--- src/rtl/snake_head_stepper.sv ---
// Snake head stepper: holds the head position and direction, drives the
// operands of two external 10-bit adders, and commits their sums on each
// game tick if the new position lies inside the playfield walls.
module snake_head_stepper #(
   parameter int unsigned STEP    = 10,
   parameter int unsigned X_MIN   = 0,
   parameter int unsigned X_MAX   = 630,
   parameter int unsigned Y_MIN   = 0,
   parameter int unsigned Y_MAX   = 470,
   parameter int unsigned X_START = 320,
   parameter int unsigned Y_START = 240
) (
   input  logic       clk,
   input  logic       rst,
   input  logic       tick,
   input  logic       start,
   input  logic       btn_up,
   input  logic       btn_down,
   input  logic       btn_left,
   input  logic       btn_right,
   input  logic [9:0] sum_x,
   input  logic [9:0] sum_y,
   output logic [9:0] head_x,
   output logic [9:0] head_y,
   output logic [9:0] delta_x,
   output logic [9:0] delta_y,
   output logic [1:0] dir,
   output logic       moved,
   output logic       dead
);

   typedef enum logic [1:0] {IDLE, RUN, DEAD} stateT;

   localparam logic [1:0] DIR_RIGHT = 2'b00;
   localparam logic [1:0] DIR_LEFT  = 2'b01;
   localparam logic [1:0] DIR_UP    = 2'b10;
   localparam logic [1:0] DIR_DOWN  = 2'b11;

   localparam logic [9:0] STEP_POS = 10'(STEP);
   localparam logic [9:0] STEP_NEG = 10'(1024 - STEP);
   localparam logic [9:0] X_LO     = 10'(X_MIN);
   localparam logic [9:0] Y_LO     = 10'(Y_MIN);
   localparam logic [9:0] X_SPAN   = 10'(X_MAX - X_MIN);
   localparam logic [9:0] Y_SPAN   = 10'(Y_MAX - Y_MIN);
   localparam logic [9:0] X_HOME   = 10'(X_START);
   localparam logic [9:0] Y_HOME   = 10'(Y_START);

   stateT      state, nextState;
   logic [1:0] pendDir, nextPendDir, nextDir;
   logic [9:0] nextHeadX, nextHeadY;
   logic       nextMoved;
   logic [1:0] reqDir;
   logic       reqValid;
   logic [9:0] offX, offY;
   logic       inBounds;

   // Window check as one unsigned compare: (sum - MIN) mod 1024 <= (MAX - MIN)
   // holds exactly when MIN <= sum <= MAX, with no always-true compare at MIN=0.
   assign offX     = sum_x - X_LO;
   assign offY     = sum_y - Y_LO;
   assign inBounds = (offX <= X_SPAN) && (offY <= Y_SPAN);

   assign dead = (state == DEAD);

   // Adder B operands follow the requested direction; left/up are -STEP mod 1024.
   always_comb begin
      delta_x = '0;
      delta_y = '0;
      case (pendDir)
         DIR_RIGHT: delta_x = STEP_POS;
         DIR_LEFT:  delta_x = STEP_NEG;
         DIR_UP:    delta_y = STEP_NEG;
         DIR_DOWN:  delta_y = STEP_POS;
         default:   delta_x = STEP_POS;
      endcase
   end

   // Button priority encoder: up > down > left > right.
   always_comb begin
      reqValid = btn_up | btn_down | btn_left | btn_right;
      reqDir   = DIR_RIGHT;
      if (btn_up)         reqDir = DIR_UP;
      else if (btn_down)  reqDir = DIR_DOWN;
      else if (btn_left)  reqDir = DIR_LEFT;
   end

   // Next-state and datapath decisions for the IDLE/RUN/DEAD controller.
   always_comb begin
      // NOTE: every output of this block gets a default first, so no path
      // leaves a variable unassigned and no latch is inferred.
      nextState   = state;
      nextHeadX   = head_x;
      nextHeadY   = head_y;
      nextDir     = dir;
      nextPendDir = pendDir;
      nextMoved   = 1'b0;
      case (state)
         IDLE: begin
            if (start) nextState = RUN;
         end
         RUN: begin
            // Reversal is judged against the committed direction; the two
            // directions of an axis differ only in bit 0.
            if (reqValid && (reqDir != (dir ^ 2'b01))) nextPendDir = reqDir;
            if (tick) begin
               nextDir = pendDir;
               if (inBounds) begin
                  nextHeadX = sum_x;
                  nextHeadY = sum_y;
                  nextMoved = 1'b1;
               end else begin
                  nextState = DEAD;
               end
            end
         end
         DEAD: begin
            if (start) begin
               nextState   = IDLE;
               nextHeadX   = X_HOME;
               nextHeadY   = Y_HOME;
               nextDir     = DIR_RIGHT;
               nextPendDir = DIR_RIGHT;
            end
         end
         default: nextState = IDLE;
      endcase
   end

   // State and datapath registers with synchronous reset.
   always_ff @(posedge clk) begin
      // NOTE: sequential state uses non-blocking assignments so every register
      // samples the values from before this edge.
      if (rst) begin
         state   <= IDLE;
         head_x  <= X_HOME;
         head_y  <= Y_HOME;
         dir     <= DIR_RIGHT;
         pendDir <= DIR_RIGHT;
         moved   <= 1'b0;
      end else begin
         state   <= nextState;
         head_x  <= nextHeadX;
         head_y  <= nextHeadY;
         dir     <= nextDir;
         pendDir <= nextPendDir;
         moved   <= nextMoved;
      end
   end

endmodule

--- config.mk ---
export PLATFORM = sky130hd
export DESIGN_NAME = snake_head_stepper
export DESIGN_NICKNAME = d
export VERILOG_FILES = /design/src/rtl/snake_head_stepper.sv
export SDC_FILE = /design/constraint.sdc
export NUM_CORES = 1
export LEC_CHECK = 0
export CAP_MARGIN = 20
export CORE_MARGIN = 8
export CORE_UTILIZATION = 42
export CTS_CLUSTER_SIZE = 16
export DETAILED_ROUTE_END_ITERATION = 8
export PLACE_DENSITY = 0.87
export SLEW_MARGIN = 0
export SYNTH_ARGS = -nofsm -noshare
export SYNTH_HDL_FRONTEND = slang
export SYNTH_SLANG_ARGS = --single-unit
--- constraint.sdc ---
create_clock -name clk -period 3 [get_ports clk]
set_input_delay 0.6 -clock clk [delete_from_list [all_inputs] [get_ports clk]]
set_output_delay 0.6 -clock clk [all_outputs]
set_load 0.05 [all_outputs]
# == Word-level counts from Yosys, hierarchy flattened ==
# Index checks and enable logic that the tools add are counted.
# classes
n_lt_le_gt_ge,2
n_eq_ne,12
muxes,23
n_bitwise,6
reduce_logical,10
# op_table
operator,n
$pmux 10 s2,4
$mux 10,6
$mux 2,8
$ne 2x2->1 const B,6
$le 10x10->1 const B,1
$le 10x9->1 const B,1
$pmux 2 s2,2
$reduce_and 4->1,2
$eq 2x2->1 const B,3
$pmux 2 s3,1
$reduce_and 3->1,2
$eq 2x1->1 const B,2
$logic_not 2->1,2
$not 1->1,3
$or 1x1->1,3
$reduce_or 3->1,1
$logic_and 1x1->1,2
$mux 1,2
$ne 2x2->1,1
$reduce_bool 2->1,1
# totals
regBits,27
in_bits,28
out_inout_bits,44
wordCells,59

# == Depth between registers and ports, before layout ==
# depth
word_depth,7
mapped_depth,5

# == Worst setup path after synthesis ==
# Ideal clock, no wire load.
# synth_timing
kind,register -> output
from,register pendDir[1]
to,output port delta_y[4]
arrival_ps,1881
required_ps,2400
slack_ps,519
stages_incl_launch_ff,4
n_path_buf,1
path_cell_list,dfxtp_1 > inv_1 > nor2_1 > buf_4
# synth_between
elab_chain_cells,2
# synth_lines
item,line,rtl
"start, declared",49,"logic [1:0] pendDir, nextPendDir, nextDir;"
"start signal, assigned",145,pendDir <= nextPendDir;
$eq 2x2->1,69,case (pendDir)
$pmux 10 s2 (*),69,
"end, declared",26,"output logic [9:0] delta_y,"
# Every way passes the cells marked *; elsewhere a longest branch is shown, timed or not.

# == Final worst setup path ==
# layout_timing
from,register pendDir[1]
to,output port delta_y[6]
# The elaborated chain is that of the path after synthesis.

==> impl_metrics.py <==
metrics = {
    "outcome": {
        "status": "complete, no violations",
    },
    "floorplan": {
        "fp.dieH_microns": 72.7,
        "rows": 20,
        "start_util_pct": 44.2,
        "dieArea_sq_um": 5280,
        "ios": 72,
        "die_w_microns": 72.7,
        "core_area_sq_um": 3050,
    },
    "clocking": {
        "cts.sinks": 27,
        "hold_buffers": 0,
        "cts_max_level": 1,
        "clk_pin_slew_worst_paths_ps": 150,
        "cts_setup_buffers": 0,
        "cts_root_buf": "clkbuf_4",
        "clk_latency_ps": 330,
        "clock_tree.buffer_depth": 2,
        "cts_resized": 0,
        "cts_tree": "yes",
        "cts_buffers": 3,
    },
    "route": {
        "postRouteAntennaNets": 0,
        "routedWlPerCell_microns": 14.0,
        "drt_iter0_drc": 64,
        "drc": 0,
        "vias_per_cell": 4.88,
        "routed-via-count": 1245,
        "wirelength_microns": 3560,
        "firstDrtPassIters": 4,
    },
    "sta": {
        "fmax_mhz": 378,
        "setup_tns_ps": 0,
        "setup_viol": 0,
        "rsz0062_at_grt": "no",
        "min_period_ps": 2650,
        "period_share_pct": 88.3,
        "hold_viol_final": 0,
        "finClkSkew_ps": 5.27,
        "max_slew_margin_pct": 48.5,
        "worst_slew_pin_slew_ps": 769,
        "finalMaxSlewViolations": 0,
    },
    "placement": {
        "place_inst": 251,
        "hpwlAfterDp_microns": 2940,
        "gp_congestion": 0.833,
        "io_buffers": 69,
    },
    "cells_and_area": {
        "multi_input_area_sq_um": 669,
        "drive_above_1_share_pct": 5.69,
        "area_delta_synth_final_pct": 48.7,
        "final_cells": 255,
        "num-fill-cells": 269,
        "diodes": 0,
        "seq_area_sq_um": 541,
        "nets": 240,
    },
    "power": {
        "leakagePower_nw": 0.726,
        "fin_total_pwr_mw": 0.778,
        "max-vdd-ir-drop_v": 0.000187,
        "internal_power_mw": 0.511,
        "powerDensity_nw_per_um2": 388,
        "power.share.clock_pct": 20.3,
        "netSwitchingFraction_pct": 34.3,
        "combPwrFrac_pct": 31.3,
        "power.switching_mw": 0.267,
        "p_seq_share_pct": 48.4,
    },
    "setup_path": {
        "r2r_setup_slack_ps": 1220,
        "startpoint_type": "flip-flop",
        "worst-r2r-cell-count": 4,
        "critPathKind": "flip-flop to output pin",
        "critical_path_required_ps": 2400,
        "setup.worst_path.start": "pendDir[1]",
        "r2r_end": "head_x[9]",
        "crit_family": "buffers and inverters",
        "slowest_delay_ps": 880,
        "crit_path_end_kind": "output pin",
        "cp_max_fo": 7,
        "path_cells": "inv_1 -> nor2_1 -> clkdlybuf4s50_1",
        "cp_num_cells": 3,
        "cp.arrival_ps": 2050,
        "rr_startpoint": "state[0]",
        "cpMaxStageDelayCell": "clkdlybuf4s50_1",
        "crit_path_end": "delta_y[6]",
        "critPathBufInv": 2,
    },
    "grt": {
        "top_usage_layer": "met2",
        "grt_pass1_vias": 1202,
        "grt_pass1_wl_microns": 5640,
        "gr-usage-met1_pct": 15.9,
        "grt_max_degree": 17,
        "overflow": 0,
        "met2_usage_pct": 21.7,
        "grt_usage_pct": 13.2,
        "antenna_found_initial": 0,
        "grtUsageMet3_pct": 2.88,
    },
    "synthesis": {
        "synth_top_cell_area_share_pct": 40.1,
        "synth.distinct_cells": 34,
        "synthFlopType": "dfxtp_1",
        "yosys.area.top_type": "dfxtp_1",
        "synthArstFlopShare_pct": 0,
        "yosys_warnings": 0,
        "yosys-top-cells-area": "dfxtp_1 (40%), mux2i_1 (14%), buf_4 (8.9%)",
        "synth-edff-count": 0,
        "synth_area_per_cell_sq_um": 8.65,
        "netlist_instances": 156,
        "ys_seq_area_share_pct": 40.1,
        "synth_seq_cells": 27,
        "netlist_area_sq_um": 1350,
    },
    "worst_hold_path": {
        "whs_path_depth": 2,
        "hp-class": "flip-flop to flip-flop",
    },
    "flow_run": {
        "maxCapViolations": 0,
    },
}
[how the worst min path moves through the flow]
stage | startpoint | to | slack, ps
after CTS | head_y[9] | head_y[9] | 460
after floorplan | state[1] | state[0] | 460
final | head_y[9] | head_y[9] | 450
after global placement | head_y[9] | head_y[9] | 430
after detailed placement | head_y[9] | head_y[9] | 440
after global routing | head_y[9] | head_y[9] | 480
[synth_stat cells, types with 3 or more instances]
cell type   n
nor2_1     17
o21ai_0     3
mux2i_1    19
buf_4      16
clkbuf_1    3
a21oi_1     4
nand2_1    29
dfxtp_1    27
nor4_1      4
[registers in the layout, indices dropped and copies added, names as in the netlist]
register and flops:
pendDir 2, state 2, head_y 10, head_x 10
moved 1, dir 2
[power groups by stage]
stage / logic (mW) / clock network, mW / registers, mW
2_1_floorplan: 0.147 / 0 / 0.401
6_report: 0.243 / 0.158 / 0.377
4_1_cts: 0.245 / 0.159 / 0.377
5_1_grt: 0.257 / 0.176 / 0.379
3_3_place_gp: 0.243 / 0 / 0.384
3_5_place_dp: 0.245 / 0 / 0.385
[layer usage]
metal  wire [microns]  share of wire [%]
met5                0                  0
met4               85                2.4
met3              306                8.6
met2             1710                 48
met1             1460                 41
[kinds of logic (layout without fill, tap and decap cells)]
family	after synthesis	after routing	synth area share (%)
buffers and inverters	23	77	11.0
multiplexers	19	19	14.1
AND/OR/NAND/NOR	69	69	25.2
flip-flops	27	27	40.1
other	1	2	0.278
AO/OA/AOI/OAI	17	17	9.28
[worst register-to-register path, delay by kind of cell (launching register included)]
family	cells	cell delay, ps
buffers and inverters	1	270
flip-flops	1	470
AND/OR/NAND/NOR	2	800
multiplexers	1	190
[placed cells by master, fill, tap and decap left out, types with 2 or more instances in the layout]
cell,n
nand4_1,2
buf_4,2
dfxtp_1,27
inv_1,2
nor2_1,17
and2_1,2
and3b_1,2
clkbuf_4,3
nor4_1,4
o31a_1,2
a22oi_1,2
conb_1,2
clkdlybuf4s50_1,69
a21oi_1,4
nand2_1,29
o21ai_0,3
mux2i_1,19
nor3b_1,2
or4_1,2
[final cells by class]
| class | count | share of cell area [%] |
|---|---|---|
| timing repair buffer | 71 | 35.2 |
| clock inverter | 1 | 0.250 |
| inverter | 2 | 0.374 |
| multi-input combinational | 107 | 33.4 |
| tap | 44 | 2.74 |
| sequential | 27 | 26.9 |
| clock buffer | 3 | 1.12 |
[per-stage QoR]
stage,worst slack (ps),cell area (sq um),hold WS [ps],util (%)
5_1_grt,204,2010,480,65.7
4_1_cts,321,2010,460,65.7
3_3_place_gp,482,1980,430,64.8
6_report,352,2010,452,65.7
3_5_place_dp,440,1980,443,64.8
2_1_floorplan,519,1350,456,-
Power figures use the tool's default switching activity.
